### src/rtl/pcnn_ctrl_if.sv
// Handshake and strobe bundle between the PCNN sequencer and the convolution datapath.
//   start, pix_valid, out_ready : commands and handshakes into the sequencer
//   busy, done, phase           : job status out of the sequencer
//   pix_ready, out_valid        : input-beat / output-result handshake halves
//   clr .. sftcclr              : datapath clears
//   mull, addl, resultl, outl   : datapath register loads
//   rl, cl, sftrl, sftcl        : datapath counter increments
//   l, fl                       : image / filter memory write enables
// modport master is the sequencer side, modport slave the datapath/host side.
interface pcnn_ctrl_if;
    logic       start;
    logic       busy;
    logic       done;
    logic [2:0] phase;
    logic       pix_valid;
    logic       pix_ready;
    logic       out_valid;
    logic       out_ready;
    logic       clr;
    logic       rclr;
    logic       cclr;
    logic       sftrclr;
    logic       sftcclr;
    logic       mull;
    logic       addl;
    logic       resultl;
    logic       outl;
    logic       rl;
    logic       cl;
    logic       sftrl;
    logic       sftcl;
    logic       l;
    logic       fl;

    modport master (
        input  start, pix_valid, out_ready,
        output busy, done, phase, pix_ready, out_valid,
        output clr, rclr, cclr, sftrclr, sftcclr,
        output mull, addl, resultl, outl,
        output rl, cl, sftrl, sftcl, l, fl
    );

    modport slave (
        output start, pix_valid, out_ready,
        input  busy, done, phase, pix_ready, out_valid,
        input  clr, rclr, cclr, sftrclr, sftcclr,
        input  mull, addl, resultl, outl,
        input  rl, cl, sftrl, sftcl, l, fl
    );
endinterface

### src/rtl/pcnn_ctrl.sv
// Sequencing FSM for the PCNN convolution datapath.
// Loads an As x As image and an Fs x Fs filter, runs the multiply-accumulate loop over
// every output window, then drains the Os x Os results through a valid/ready handshake.
// The datapath r, c, sftr and sftc counters are mirrored here, so every strobe is a pure
// decode of state, mirrored counters and handshake inputs.
//   clk_i  : clock, rising edge
//   rst_ni : asynchronous active-low reset
//   bus_io : pcnn_ctrl_if master modport (commands, handshakes, datapath strobes)
module pcnn_ctrl #(
    parameter int unsigned As  = 6,
    parameter int unsigned Fs  = 3,
    parameter int unsigned Str = 1,
    parameter int unsigned Zp  = 0
) (
    input  logic        clk_i,
    input  logic        rst_ni,
    pcnn_ctrl_if.master bus_io
);

    localparam int unsigned Os   = ((As + 2 * Zp - Fs) / Str) + 1;
    localparam int unsigned MaxA = (As > Fs) ? As : Fs;
    localparam int unsigned MaxN = (MaxA > Os) ? MaxA : Os;
    localparam int unsigned CntW = (MaxN > 1) ? $clog2(MaxN) : 1;

    localparam logic [CntW-1:0] AsLast = CntW'(As - 1);
    localparam logic [CntW-1:0] FsLast = CntW'(Fs - 1);
    localparam logic [CntW-1:0] OsLast = CntW'(Os - 1);

    if (Zp != 0) begin : gen_zp_unsupported
        $error("pcnn_ctrl: zero padding is not supported in this revision");
    end

    typedef enum logic [3:0] {
        StIdle,
        StInit,
        StLda,
        StLdf,
        StClr,
        StMul,
        StAdd,
        StWr,
        StOld,
        StOvld,
        StDone
    } state_e;

    state_e          state_q, state_d;
    logic [CntW-1:0] r_q, r_d;
    logic [CntW-1:0] c_q, c_d;
    logic [CntW-1:0] sftr_q, sftr_d;
    logic [CntW-1:0] sftc_q, sftc_d;

    logic       busy, done, pix_ready, out_valid;
    logic [2:0] phase;
    logic       clr, rclr, cclr, sftrclr, sftcclr;
    logic       mull, addl, resultl, outl;
    logic       rl, cl, sftrl, sftcl, l, fl;
    logic [4:0] step;

    // One row-major step over an n x n grid held in (r, c).
    // Returns {rclr, cclr, rl, cl, last}; last marks the step off the final cell.
    function automatic logic [4:0] step_rc(input logic [CntW-1:0] r,
                                           input logic [CntW-1:0] c,
                                           input logic [CntW-1:0] last_idx);
        logic [4:0] s;
        s = '0;
        if (c != last_idx) begin
            s[1] = 1'b1;
        end else if (r != last_idx) begin
            s[3] = 1'b1;
            s[2] = 1'b1;
        end else begin
            s[4] = 1'b1;
            s[3] = 1'b1;
            s[0] = 1'b1;
        end
        return s;
    endfunction

    always_comb begin
        state_d   = state_q;
        busy      = (state_q != StIdle);
        done      = 1'b0;
        pix_ready = 1'b0;
        out_valid = 1'b0;
        phase     = 3'd0;
        clr       = 1'b0;
        rclr      = 1'b0;
        cclr      = 1'b0;
        sftrclr   = 1'b0;
        sftcclr   = 1'b0;
        mull      = 1'b0;
        addl      = 1'b0;
        resultl   = 1'b0;
        outl      = 1'b0;
        rl        = 1'b0;
        cl        = 1'b0;
        sftrl     = 1'b0;
        sftcl     = 1'b0;
        l         = 1'b0;
        fl        = 1'b0;
        step      = '0;

        unique case (state_q)
            StIdle: begin
                if (bus_io.start) begin
                    state_d = StInit;
                end
            end
            StInit: begin
                phase   = 3'd1;
                clr     = 1'b1;
                rclr    = 1'b1;
                cclr    = 1'b1;
                sftrclr = 1'b1;
                sftcclr = 1'b1;
                state_d = StLda;
            end
            StLda: begin
                phase     = 3'd1;
                pix_ready = 1'b1;
                if (bus_io.pix_valid) begin
                    l                     = 1'b1;
                    step                  = step_rc(r_q, c_q, AsLast);
                    {rclr, cclr, rl, cl}  = step[4:1];
                    if (step[0]) begin
                        state_d = StLdf;
                    end
                end
            end
            StLdf: begin
                phase     = 3'd2;
                pix_ready = 1'b1;
                if (bus_io.pix_valid) begin
                    fl                    = 1'b1;
                    step                  = step_rc(r_q, c_q, FsLast);
                    {rclr, cclr, rl, cl}  = step[4:1];
                    if (step[0]) begin
                        state_d = StClr;
                    end
                end
            end
            StClr: begin
                phase   = 3'd3;
                clr     = 1'b1;
                state_d = StMul;
            end
            StMul: begin
                phase   = 3'd3;
                mull    = 1'b1;
                state_d = StAdd;
            end
            StAdd: begin
                phase                 = 3'd3;
                addl                  = 1'b1;
                step                  = step_rc(r_q, c_q, FsLast);
                {rclr, cclr, rl, cl}  = step[4:1];
                state_d               = step[0] ? StWr : StMul;
            end
            StWr: begin
                phase   = 3'd3;
                resultl = 1'b1;
                state_d = StClr;
                if (sftc_q != OsLast) begin
                    sftcl = 1'b1;
                end else if (sftr_q != OsLast) begin
                    sftcclr = 1'b1;
                    sftrl   = 1'b1;
                end else begin
                    sftrclr = 1'b1;
                    sftcclr = 1'b1;
                    state_d = StOld;
                end
            end
            StOld: begin
                // r, c index the result array here; they were cleared after the last tap.
                phase   = 3'd4;
                outl    = 1'b1;
                state_d = StOvld;
            end
            StOvld: begin
                phase     = 3'd4;
                out_valid = 1'b1;
                if (bus_io.out_ready) begin
                    step                  = step_rc(r_q, c_q, OsLast);
                    {rclr, cclr, rl, cl}  = step[4:1];
                    state_d               = step[0] ? StDone : StOld;
                end
            end
            StDone: begin
                phase   = 3'd4;
                done    = 1'b1;
                state_d = StIdle;
            end
            default: begin
                state_d = StIdle;
            end
        endcase
    end

    // Mirror of the datapath counters: the same strobes that drive the datapath update them.
    always_comb begin
        r_d = r_q;
        if (rclr) begin
            r_d = '0;
        end else if (rl) begin
            r_d = r_q + CntW'(1);
        end
        c_d = c_q;
        if (cclr) begin
            c_d = '0;
        end else if (cl) begin
            c_d = c_q + CntW'(1);
        end
        sftr_d = sftr_q;
        if (sftrclr) begin
            sftr_d = '0;
        end else if (sftrl) begin
            sftr_d = sftr_q + CntW'(1);
        end
        sftc_d = sftc_q;
        if (sftcclr) begin
            sftc_d = '0;
        end else if (sftcl) begin
            sftc_d = sftc_q + CntW'(1);
        end
    end

    always_ff @(posedge clk_i or negedge rst_ni) begin
        if (!rst_ni) begin
            state_q <= StIdle;
            r_q     <= '0;
            c_q     <= '0;
            sftr_q  <= '0;
            sftc_q  <= '0;
        end else begin
            state_q <= state_d;
            r_q     <= r_d;
            c_q     <= c_d;
            sftr_q  <= sftr_d;
            sftc_q  <= sftc_d;
        end
    end

    assign bus_io.busy      = busy;
    assign bus_io.done      = done;
    assign bus_io.phase     = phase;
    assign bus_io.pix_ready = pix_ready;
    assign bus_io.out_valid = out_valid;
    assign bus_io.clr       = clr;
    assign bus_io.rclr      = rclr;
    assign bus_io.cclr      = cclr;
    assign bus_io.sftrclr   = sftrclr;
    assign bus_io.sftcclr   = sftcclr;
    assign bus_io.mull      = mull;
    assign bus_io.addl      = addl;
    assign bus_io.resultl   = resultl;
    assign bus_io.outl      = outl;
    assign bus_io.rl        = rl;
    assign bus_io.cl        = cl;
    assign bus_io.sftrl     = sftrl;
    assign bus_io.sftcl     = sftcl;
    assign bus_io.l         = l;
    assign bus_io.fl        = fl;

endmodule

### src/flat_wrapper.sv
// flat-port wrapper written by rule: the top's interface ports become plain ports
module pcnn_ctrl_flat 
#(
    parameter int unsigned As  = 6,
    parameter int unsigned Fs  = 3,
    parameter int unsigned Str = 1,
    parameter int unsigned Zp  = 0
)
  (clk_i, rst_ni, bus_io_start, bus_io_pix_valid, bus_io_out_ready, bus_io_busy, bus_io_done, bus_io_phase, bus_io_pix_ready, bus_io_out_valid, bus_io_clr, bus_io_rclr, bus_io_cclr, bus_io_sftrclr, bus_io_sftcclr, bus_io_mull, bus_io_addl, bus_io_resultl, bus_io_outl, bus_io_rl, bus_io_cl, bus_io_sftrl, bus_io_sftcl, bus_io_l, bus_io_fl);
  pcnn_ctrl_if bus_io_i ();
  input  logic clk_i;
  input  logic rst_ni;
  input wire logic [$bits(bus_io_i.start)-1:0] bus_io_start;
  input wire logic [$bits(bus_io_i.pix_valid)-1:0] bus_io_pix_valid;
  input wire logic [$bits(bus_io_i.out_ready)-1:0] bus_io_out_ready;
  output wire logic [$bits(bus_io_i.busy)-1:0] bus_io_busy;
  output wire logic [$bits(bus_io_i.done)-1:0] bus_io_done;
  output wire logic [$bits(bus_io_i.phase)-1:0] bus_io_phase;
  output wire logic [$bits(bus_io_i.pix_ready)-1:0] bus_io_pix_ready;
  output wire logic [$bits(bus_io_i.out_valid)-1:0] bus_io_out_valid;
  output wire logic [$bits(bus_io_i.clr)-1:0] bus_io_clr;
  output wire logic [$bits(bus_io_i.rclr)-1:0] bus_io_rclr;
  output wire logic [$bits(bus_io_i.cclr)-1:0] bus_io_cclr;
  output wire logic [$bits(bus_io_i.sftrclr)-1:0] bus_io_sftrclr;
  output wire logic [$bits(bus_io_i.sftcclr)-1:0] bus_io_sftcclr;
  output wire logic [$bits(bus_io_i.mull)-1:0] bus_io_mull;
  output wire logic [$bits(bus_io_i.addl)-1:0] bus_io_addl;
  output wire logic [$bits(bus_io_i.resultl)-1:0] bus_io_resultl;
  output wire logic [$bits(bus_io_i.outl)-1:0] bus_io_outl;
  output wire logic [$bits(bus_io_i.rl)-1:0] bus_io_rl;
  output wire logic [$bits(bus_io_i.cl)-1:0] bus_io_cl;
  output wire logic [$bits(bus_io_i.sftrl)-1:0] bus_io_sftrl;
  output wire logic [$bits(bus_io_i.sftcl)-1:0] bus_io_sftcl;
  output wire logic [$bits(bus_io_i.l)-1:0] bus_io_l;
  output wire logic [$bits(bus_io_i.fl)-1:0] bus_io_fl;
  assign bus_io_i.start = bus_io_start;
  assign bus_io_i.pix_valid = bus_io_pix_valid;
  assign bus_io_i.out_ready = bus_io_out_ready;
  assign bus_io_busy = bus_io_i.busy;
  assign bus_io_done = bus_io_i.done;
  assign bus_io_phase = bus_io_i.phase;
  assign bus_io_pix_ready = bus_io_i.pix_ready;
  assign bus_io_out_valid = bus_io_i.out_valid;
  assign bus_io_clr = bus_io_i.clr;
  assign bus_io_rclr = bus_io_i.rclr;
  assign bus_io_cclr = bus_io_i.cclr;
  assign bus_io_sftrclr = bus_io_i.sftrclr;
  assign bus_io_sftcclr = bus_io_i.sftcclr;
  assign bus_io_mull = bus_io_i.mull;
  assign bus_io_addl = bus_io_i.addl;
  assign bus_io_resultl = bus_io_i.resultl;
  assign bus_io_outl = bus_io_i.outl;
  assign bus_io_rl = bus_io_i.rl;
  assign bus_io_cl = bus_io_i.cl;
  assign bus_io_sftrl = bus_io_i.sftrl;
  assign bus_io_sftcl = bus_io_i.sftcl;
  assign bus_io_l = bus_io_i.l;
  assign bus_io_fl = bus_io_i.fl;
  pcnn_ctrl #(.As(As), .Fs(Fs), .Str(Str), .Zp(Zp)) u_core (.clk_i(clk_i), .rst_ni(rst_ni), .bus_io(bus_io_i));
endmodule
### config.mk
export PLATFORM = sky130hd
export DESIGN_NAME = pcnn_ctrl_flat
export DESIGN_NICKNAME = d
export VERILOG_FILES = /design/src/rtl/pcnn_ctrl_if.sv /design/src/rtl/pcnn_ctrl.sv /design/src/flat_wrapper.sv
export SDC_FILE = /design/constraint.sdc
export NUM_CORES = 1
export LEC_CHECK = 0
export CORE_MARGIN = 8
export CORE_UTILIZATION = 46
export DETAILED_ROUTE_END_ITERATION = 7
export GPL_ROUTABILITY_DRIVEN = 0
export PLACE_DENSITY = 0.72
export SYNTH_ARGS = -nofsm -noshare
export SYNTH_HDL_FRONTEND = slang
export SYNTH_SLANG_ARGS = --single-unit
### constraint.sdc
create_clock -name clk_i -period 2.7 [get_ports clk_i]
set_clock_uncertainty 0.2 [all_clocks]
set_input_delay 0.27 -clock clk_i [delete_from_list [all_inputs] [get_ports clk_i]]
set_output_delay 0.27 -clock clk_i [all_outputs]
set_load 0.1 [all_outputs]
# --- Yosys cells after proc, flatten, opt, wreduce, memory -nomap -nowiden ---
# Cells that the tools add are included.
totals:
  regBits: 16
  out_inout_bits: 22
  wordCells: 124
op_classes:
  add_sub_neg: 4
  eq_ne: 24
  n_mux: 79
  reduce_logical: 12
op_table:
  columns: ["op", "n"]
  rows:
  - ["1-bit 2-to-1 mux", 50]
  - ["4-bit one-hot mux with 10 select lines", 1]
  - ["3-bit 2-to-1 mux", 11]
  - ["4-bit 2-to-1 mux", 8]
  - ["3-bit by 2-bit != test with 1-bit output, second input constant", 6]
  - ["4-bit by 3-bit equality test with 1-bit output, second input constant", 4]
  - ["3-bit by 1-bit adder with 3-bit output, second input constant", 4]
  - ["4-bit equality test, second input constant", 3]
  - ["3-bit one-hot mux with 4 select lines", 1]
  - ["1-bit one-hot mux with 5 select lines", 2]
  - ["4-bit by 2-bit equality test with 1-bit output, second input constant", 2]
  - ["2-bit != test, second input constant", 4]
  - ["1-bit one-hot mux with 4 select lines", 2]
  - ["2-bit nonzero test", 4]
  - ["3-bit != test, second input constant", 2]
  - ["6-bit AND reduction", 1]
  - ["2-bit OR reduction", 3]
  - ["4-bit by 1-bit equality test with 1-bit output, second input constant", 1]
  - ["4-bit logical NOT", 1]
  - ["2-bit 2-to-1 mux", 2]
  - ["2-bit by 1-bit != test with 1-bit output, second input constant", 2]
  - ["1-bit one-hot mux with 2 select lines", 2]
  - ["4-bit nonzero test", 1]
  - ["4-bit OR reduction", 1]
  - ["3-bit OR reduction", 1]

# --- Logic depth before layout (Yosys ltp) ---
# Gate-level depths: netlist of run 1.
logic_depth:
  depth_word: 8
  ltp_mapped: 6

# --- Worst setup path before layout of run 1 ---
# No wires, ideal clock.
synth_path:
  path_kind: "reg2out"
  from: "register u_core.state_q[3]"
  to: "output port bus_io_rclr"
  t_arrival_ns: 3.420
  path_slack_ns: -1.190
  stages_incl_launch_ff: 6
  path_cell_list: "dfrtp_1 > buf_2 > nand2b_1 > nor2_1 > a221oi_1 > o21ai_0"
synth_between:
  elab_chain_len: 2
synth_rtl:
  columns: ["element", "line", "source"]
  rows:
  - ["start: declaration", "pcnn_ctrl.sv:47", "state_e state_q, state_d;"]
  - ["start signal: assignment", "pcnn_ctrl.sv:231", "state_q <= StIdle;"]
  - ["start signal: assignment", "pcnn_ctrl.sv:237", "state_q <= state_d;"]
  - ["4-bit equality test (tied with other cells)", "pcnn_ctrl.sv:104", "unique case (state_q)"]
  - ["1-bit one-hot mux with 5 select lines (*)", "pcnn_ctrl.sv:104", null]
  - ["end: declaration", "flat_wrapper.sv:22", "output wire logic [$bits(bus_io_i.rclr)-1:0] bus_io_rclr;"]
# Every way passes the cells marked *; elsewhere a longest branch is shown, timed or not.

# --- Final worst setup path of run 1 ---
layout_path:
  from: "register u_core.state_q[1]"
  to: "output port bus_io_cclr"
layout_between:
  elab_chain_len: 2
layout_rtl:
  columns: ["element", "line", "source"]
  rows:
  - ["4-bit equality test (tied with other cells)", "pcnn_ctrl.sv:104", null]
  - ["1-bit one-hot mux with 5 select lines (*)", "pcnn_ctrl.sv:104", null]
  - ["end: declaration", "flat_wrapper.sv:23", "output wire logic [$bits(bus_io_i.cclr)-1:0] bus_io_cclr;"]
# Marks and branches as above.

==> results of run 1 <==
per-layer routing:
metal	global-route usage, %	vias up	wire (um)
li1	-	617	-
met1	17.1	587	1460
met2	22.7	56	1550
met3	4.94	4	310
met4	2.90	0	27
met5	0	-	0
state kept, by name, summed over array words and instances (netlist names):
signal          flops
u_core.c_q          3
u_core.r_q          3
u_core.sftc_q       3
u_core.sftr_q       3
u_core.state_q      4
through the flow:
step,utilization (%),setup TNS (ps),setup slack [ps],std cells,hold slack (ps)
after detailed placement,64.3,0,378,209,279
after global routing,65.9,0,2.82,213,253
after global placement,64.3,0,396,209,265
after floorplan,-,-1360,-598,158,-226
final,65.9,0,97.4,213,208
after CTS,65.6,0,91.8,213,234
final cells by class:
type                    count  area, um^2
clock buffers               4        36.3
fillers                   224         947
inverters                  19        75.1
multi-input cells         114         878
flip-flops and latches     16         403
well taps                  31        38.8
repair buffers             29         403
placed cells by master, fill, tap and decap left out, types with 2 or more instances in the layout:
cell / n
and4_1: 2
clkdlybuf4s50_1: 4
buf_12: 14
inv_1: 18
nor3_1: 4
mux2i_1: 5
buf_4: 11
dfrtp_1: 14
a32o_1: 2
and2_1: 4
o2bb2ai_1: 3
nor3_2: 3
dfrtp_2: 2
o22ai_1: 5
ha_1: 12
nor2_1: 10
nor2b_1: 5
and3b_1: 2
a21oi_1: 6
nand2b_1: 4
nand3_1: 3
and3_1: 2
a31oi_1: 2
clkbuf_4: 3
xnor2_1: 2
nand2_1: 6
a211oi_1: 2
o21ai_0: 4
nor3b_1: 2
what timing repair did:
item,4_1_cts,5_1_grt
endpoints found under the hold margin,0,0
endpoints found under the setup margin,0,4
gates resized for setup,0,3
setup buffers,0,0
worst max-delay path by stage:
stage	to	cells past startpoint	startpoint
3_5_place_dp	bus_io_rl	6	bus_io_pix_valid
4_1_cts	bus_io_rclr	5	u_core.state_q[0]$_DFFE_PN0P_
6_report	bus_io_cclr	4	u_core.state_q[1]$_DFFE_PN0P_
2_1_floorplan	bus_io_clr	3	u_core.state_q[1]$_DFFE_PN0P_
5_1_grt	bus_io_cclr	4	u_core.state_q[1]$_DFFE_PN0P_
3_3_place_gp	bus_io_rl	6	bus_io_pix_valid
cells by family (layout without fill, tap and decap cells):
group,Yosys count,after routing,synth area share [%]
compound gates,35,35,18.4
buf+inv,28,52,8.60
flops,16,16,29.6
fa+ha+maj,12,12,11.1
simple gates,60,60,27.4
xor+xnor,2,2,1.29
mux,5,5,3.70
critical path, cell delays in order, from the launching register on:
cell and delay, ps:
dfrtp_1 630, nor2b_1 500, a31oi_1 180, o221ai_2 310, buf_12 220
==> results.py, run 1 <==
metrics = {
    "setup_path": {
        "critPathMaxFanout": 16,
        "worstPathArrival_ps": 2130,
        "path_class": "register to primary output",
        "r2r_cells": 4,
        "crit-reg2reg-launch": "u_core.state_q[1]$_DFFE_PN0P_",
        "crit_path_end_kind": "primary output",
        "start_kind": "register",
        "timing.rr.end": "u_core.r_q[0]$_DFFE_PN0P_",
        "cp_data_required_time_ps": 2230,
        "regToRegSetupSlack_ps": 540,
    },
    "timing": {
        "slew_viol_final": 0,
        "setup_viol": 0,
        "hold_viol_final": 0,
        "min_period_over_period_pct": 96.4,
        "clock.fmax_mhz": 384,
        "fin_crit_ps": 2600,
        "max_slew.worst_pin.slew_ps": 728,
        "relSlewSlack_pct": 51.3,
        "grt_setup_unrepaired": "no",
    },
    "detailed_routing": {
        "vias": 1264,
        "ant_nets": 0,
        "drcViolationCount": 0,
        "drt-initial-drc-count": 75,
        "wl_um": 3340,
        "post_drt_wl_per_cell_um": 15.7,
        "drtPass1Iterations": 4,
        "routed_via_density": 5.93,
    },
    "logic_synthesis": {
        "yosysTopAreaCell": "dfrtp_1",
        "synth.avg_cell_area_um2": 8.57,
        "synth.area.top_cells": "dfrtp_1, ha_1, inv_1",
        "ys_async_sr_fraction_pct": 100,
        "synth.cell_area_mm2": 0.00135,
        "synth_cell_types": 48,
        "post-synth-top-count-cell": "inv_1",
        "synth_top_area_share_pct": 29.6,
        "synth_top_cells_by_count": "inv_1, dfrtp_1, ha_1",
        "ys_seq_area_share_pct": 29.6,
        "yosys_warnings": 0,
        "syn_inst": 158,
        "synth_fp_nets": 175,
        "synth-seq-cells": 16,
        "synth_edf_count": 0,
        "ys.flop_type": "dfrtp_1",
    },
    "global_route": {
        "grt_max_degree": 21,
        "grt_pass1_vias": 1268,
        "antenna_found_initial": 0,
        "grt_pass1_wl_um": 5880,
        "overflow": 0,
        "grtUsageTotal_pct": 13.9,
    },
    "cts": {
        "clock_sinks": 16,
        "cts-hold-fix-buffers": 0,
        "cts_made_buffers": 3,
        "clk_latency_ps": 290,
        "clk_pin_slew_ps": 100,
        "cts_max_level": 1,
        "cts_tree": "done",
        "cts_buffer_depth": 2,
        "cts_root_buffer": "clkbuf_4",
    },
    "floorplanning": {
        "rows": 19,
        "fp.coreArea_mm2": 0.00278,
        "die_area_mm2": 0.00494,
        "ioPinCount": 27,
        "initial_core_util_pct": 48.7,
        "die_h_um": 70.3,
        "die_x_um": 70.3,
    },
    "placed_design": {
        "port_buffers": 26,
        "placed_cell_area_mm2": 0.00179,
        "hpwl_um": 2630,
    },
    "finish": {
        "area_delta_synth_final_pct": 35.5,
        "diodes": 0,
        "layout-drive-gt1-share_pct": 24.7,
        "fin_nets": 200,
        "fin_area_mm2": 0.00183,
    },
    "job": {
        "drv_cap": 0,
    },
    "outcome": {
        "status": "finished clean",
    },
    "worst_hold_path": {
        "hold_class": "primary input to async pin",
    },
}
Power of run 1 is not shown: default switching activity piles up to over one toggle a cycle in this logic, so the estimate is an artifact.
==> inputs of run 2 (changes only) <==
- CAP_MARGIN: default -> 30
- CORE_UTILIZATION: 46 -> 51
- PLACE_DENSITY: 0.72 -> 0.79
==> run 2 against run 1 <==
  * Via count grew 0.32%
  * Worst setup slack better by 28 ps
  * Critical path depth stayed put
  * Register-to-register slack barely moved
  * Worst hold slack worse by 14 ps
  * Sequential share of layout area up 0.16 points
  * Critical endpoint unchanged
==> results.py, run 2 (synthesis gave the netlist of run 1 again) <==
metrics = {
    "cts": {
        "cts_root_buffer": "clkbuf_4",
        "cts_made_buffers": 3,
        "cts_max_level": 1,
        "cts_buffer_depth": 2,
        "clk_pin_slew_ps": 90,
        "post_cts_buffers": 0,
        "clk_latency_ps": 280,
        "clock_sinks": 16,
        "cts_tree": "done",
    },
    "timing": {
        "fin_crit_ps": 2570,
        "max_slew.worst_pin.slew_ps": 677,
        "setup_viol": 0,
        "clock.fmax_mhz": 388,
        "grt_setup_unrepaired": "no",
        "relSlewSlack_pct": 54.7,
        "hold_viol_final": 0,
        "min_period_over_period_pct": 95.4,
        "slew_viol_final": 0,
    },
    "finish": {
        "layout-drive-gt1-share_pct": 24.9,
        "fin_cells": 211,
        "final_common_cell": "inv_1",
        "final_cell_mix": "inv_1, buf_12, dfrtp_1",
        "regMostFlops": "u_core.state_q",
        "diodes": 0,
        "nFillCells": 174,
        "largest_register_ffs": 4,
        "fin_nets": 199,
        "area_delta_synth_final_pct": 34.9,
    },
    "setup_path": {
        "r2r_cells": 4,
        "regToRegSetupSlack_ps": 530,
        "start_kind": "register",
        "worstPathArrival_ps": 2100,
        "path_class": "register to primary output",
        "cp_data_required_time_ps": 2230,
        "setup.worst_path.end": "bus_io_cclr",
        "timing.rr.end": "u_core.r_q[0]$_DFFE_PN0P_",
        "critPathMaxFanout": 16,
        "crit-reg2reg-launch": "u_core.state_q[1]$_DFFE_PN0P_",
        "crit_path_end_kind": "primary output",
        "crit_path_start": "u_core.state_q[1]$_DFFE_PN0P_",
    },
    "detailed_routing": {
        "drtPass1Iterations": 4,
        "post_drt_wl_per_cell_um": 15.6,
        "wl_um": 3300,
        "drcViolationCount": 0,
        "routed_via_density": 6.01,
        "ant_nets": 0,
        "drt-initial-drc-count": 101,
        "vias": 1268,
    },
    "outcome": {
        "status": "finished clean",
    },
    "floorplanning": {
        "rows": 18,
        "ioPinCount": 27,
        "die_x_um": 67.5,
        "die_area_mm2": 0.00456,
        "fp.coreArea_mm2": 0.00250,
        "initial_core_util_pct": 54.2,
        "die_h_um": 67.5,
    },
    "global_route": {
        "grt_max_degree": 21,
        "antenna_found_initial": 0,
        "grt_pass1_wl_um": 5620,
        "grtUsageTotal_pct": 15.3,
        "overflow": 0,
        "grt_pass1_vias": 1287,
    },
    "placed_design": {
        "place_inst": 207,
        "port_buffers": 26,
        "hpwl_um": 2630,
    },
    "worst_hold_path": {
        "hold_class": "primary input to async pin",
    },
    "job": {
        "drv_cap": 0,
    },
}
==> run 2: changes by cell type in the layout (fill, tap and decap cells not counted) <==
cell | before | now
buf_4 | 11 | 10
dfrtp_1 | 14 | 13
dfrtp_2 | 2 | 3
==> run 2: cell type report <==
class | instances | area [um^2] | area share (%)
flip-flops and latches | 16 | 404 | 22.1
repair buffers | 28 | 395 | 21.6
multi-input cells | 114 | 878 | 48.1
clock buffers | 4 | 36.3 | 1.99
well taps | 30 | 37.5 | 2.05
inverters | 19 | 75.1 | 4.11
==> run 2: what timing repair did <==
action | in CTS | in global routing
endpoints found under the setup margin | 0 | 3
resized for setup | 0 | 4
hold buffers | 0 | 0
==> run 2: per-stage QoR <==
stage,area (um^2),setup TNS (ps),utilization (%),worst slack (ps),hold WS [ps]
2_1_floorplan,1390,-1360,-,-598,-226
3_3_place_gp,1780,0,71.2,408,266
3_5_place_dp,1780,0,71.2,310,299
4_1_cts,1820,0,72.7,75.6,220
5_1_grt,1830,0,73.1,31.6,257
6_report,1830,0,73.1,125,194
==> run 2: per-layer routing <==
metal	wire [um]	vias up	global-route usage, %	part of all wire, %
li1	-	617	-	-
met5	0	-	0	0
met3	330	8	3.31	10
met2	1550	70	25.8	47
met4	38	0	4.18	1.2
met1	1390	573	19.1	42
==> run 2: worst max-delay path: stages, from the launching register on <==
cell,delay (ps)
dfrtp_1,630
nor2b_1,470
a31oi_1,170
o221ai_2,320
buf_12,220
==> run 2: how the worst min path moves through the flow <==
stage                                 startpoint                      endpoint  slack [ps]  depth (start not counted)
floorplan                                 rst_ni     u_core.c_q[0]$_DFFE_PN0P_        -230                          0
global placement    u_core.sftr_q[0]$_DFFE_PN0P_  u_core.sftr_q[0]$_DFFE_PN0P_         270                          1
detailed placement  u_core.sftr_q[0]$_DFFE_PN0P_  u_core.sftr_q[0]$_DFFE_PN0P_         300                          1
CTS                                       rst_ni  u_core.sftr_q[1]$_DFFE_PN0P_         220                          1
global route                              rst_ni  u_core.sftr_q[1]$_DFFE_PN0P_         260                          1
finish                                    rst_ni  u_core.sftr_q[1]$_DFFE_PN0P_         190                          1
Power of run 2 is left out for the same reason.
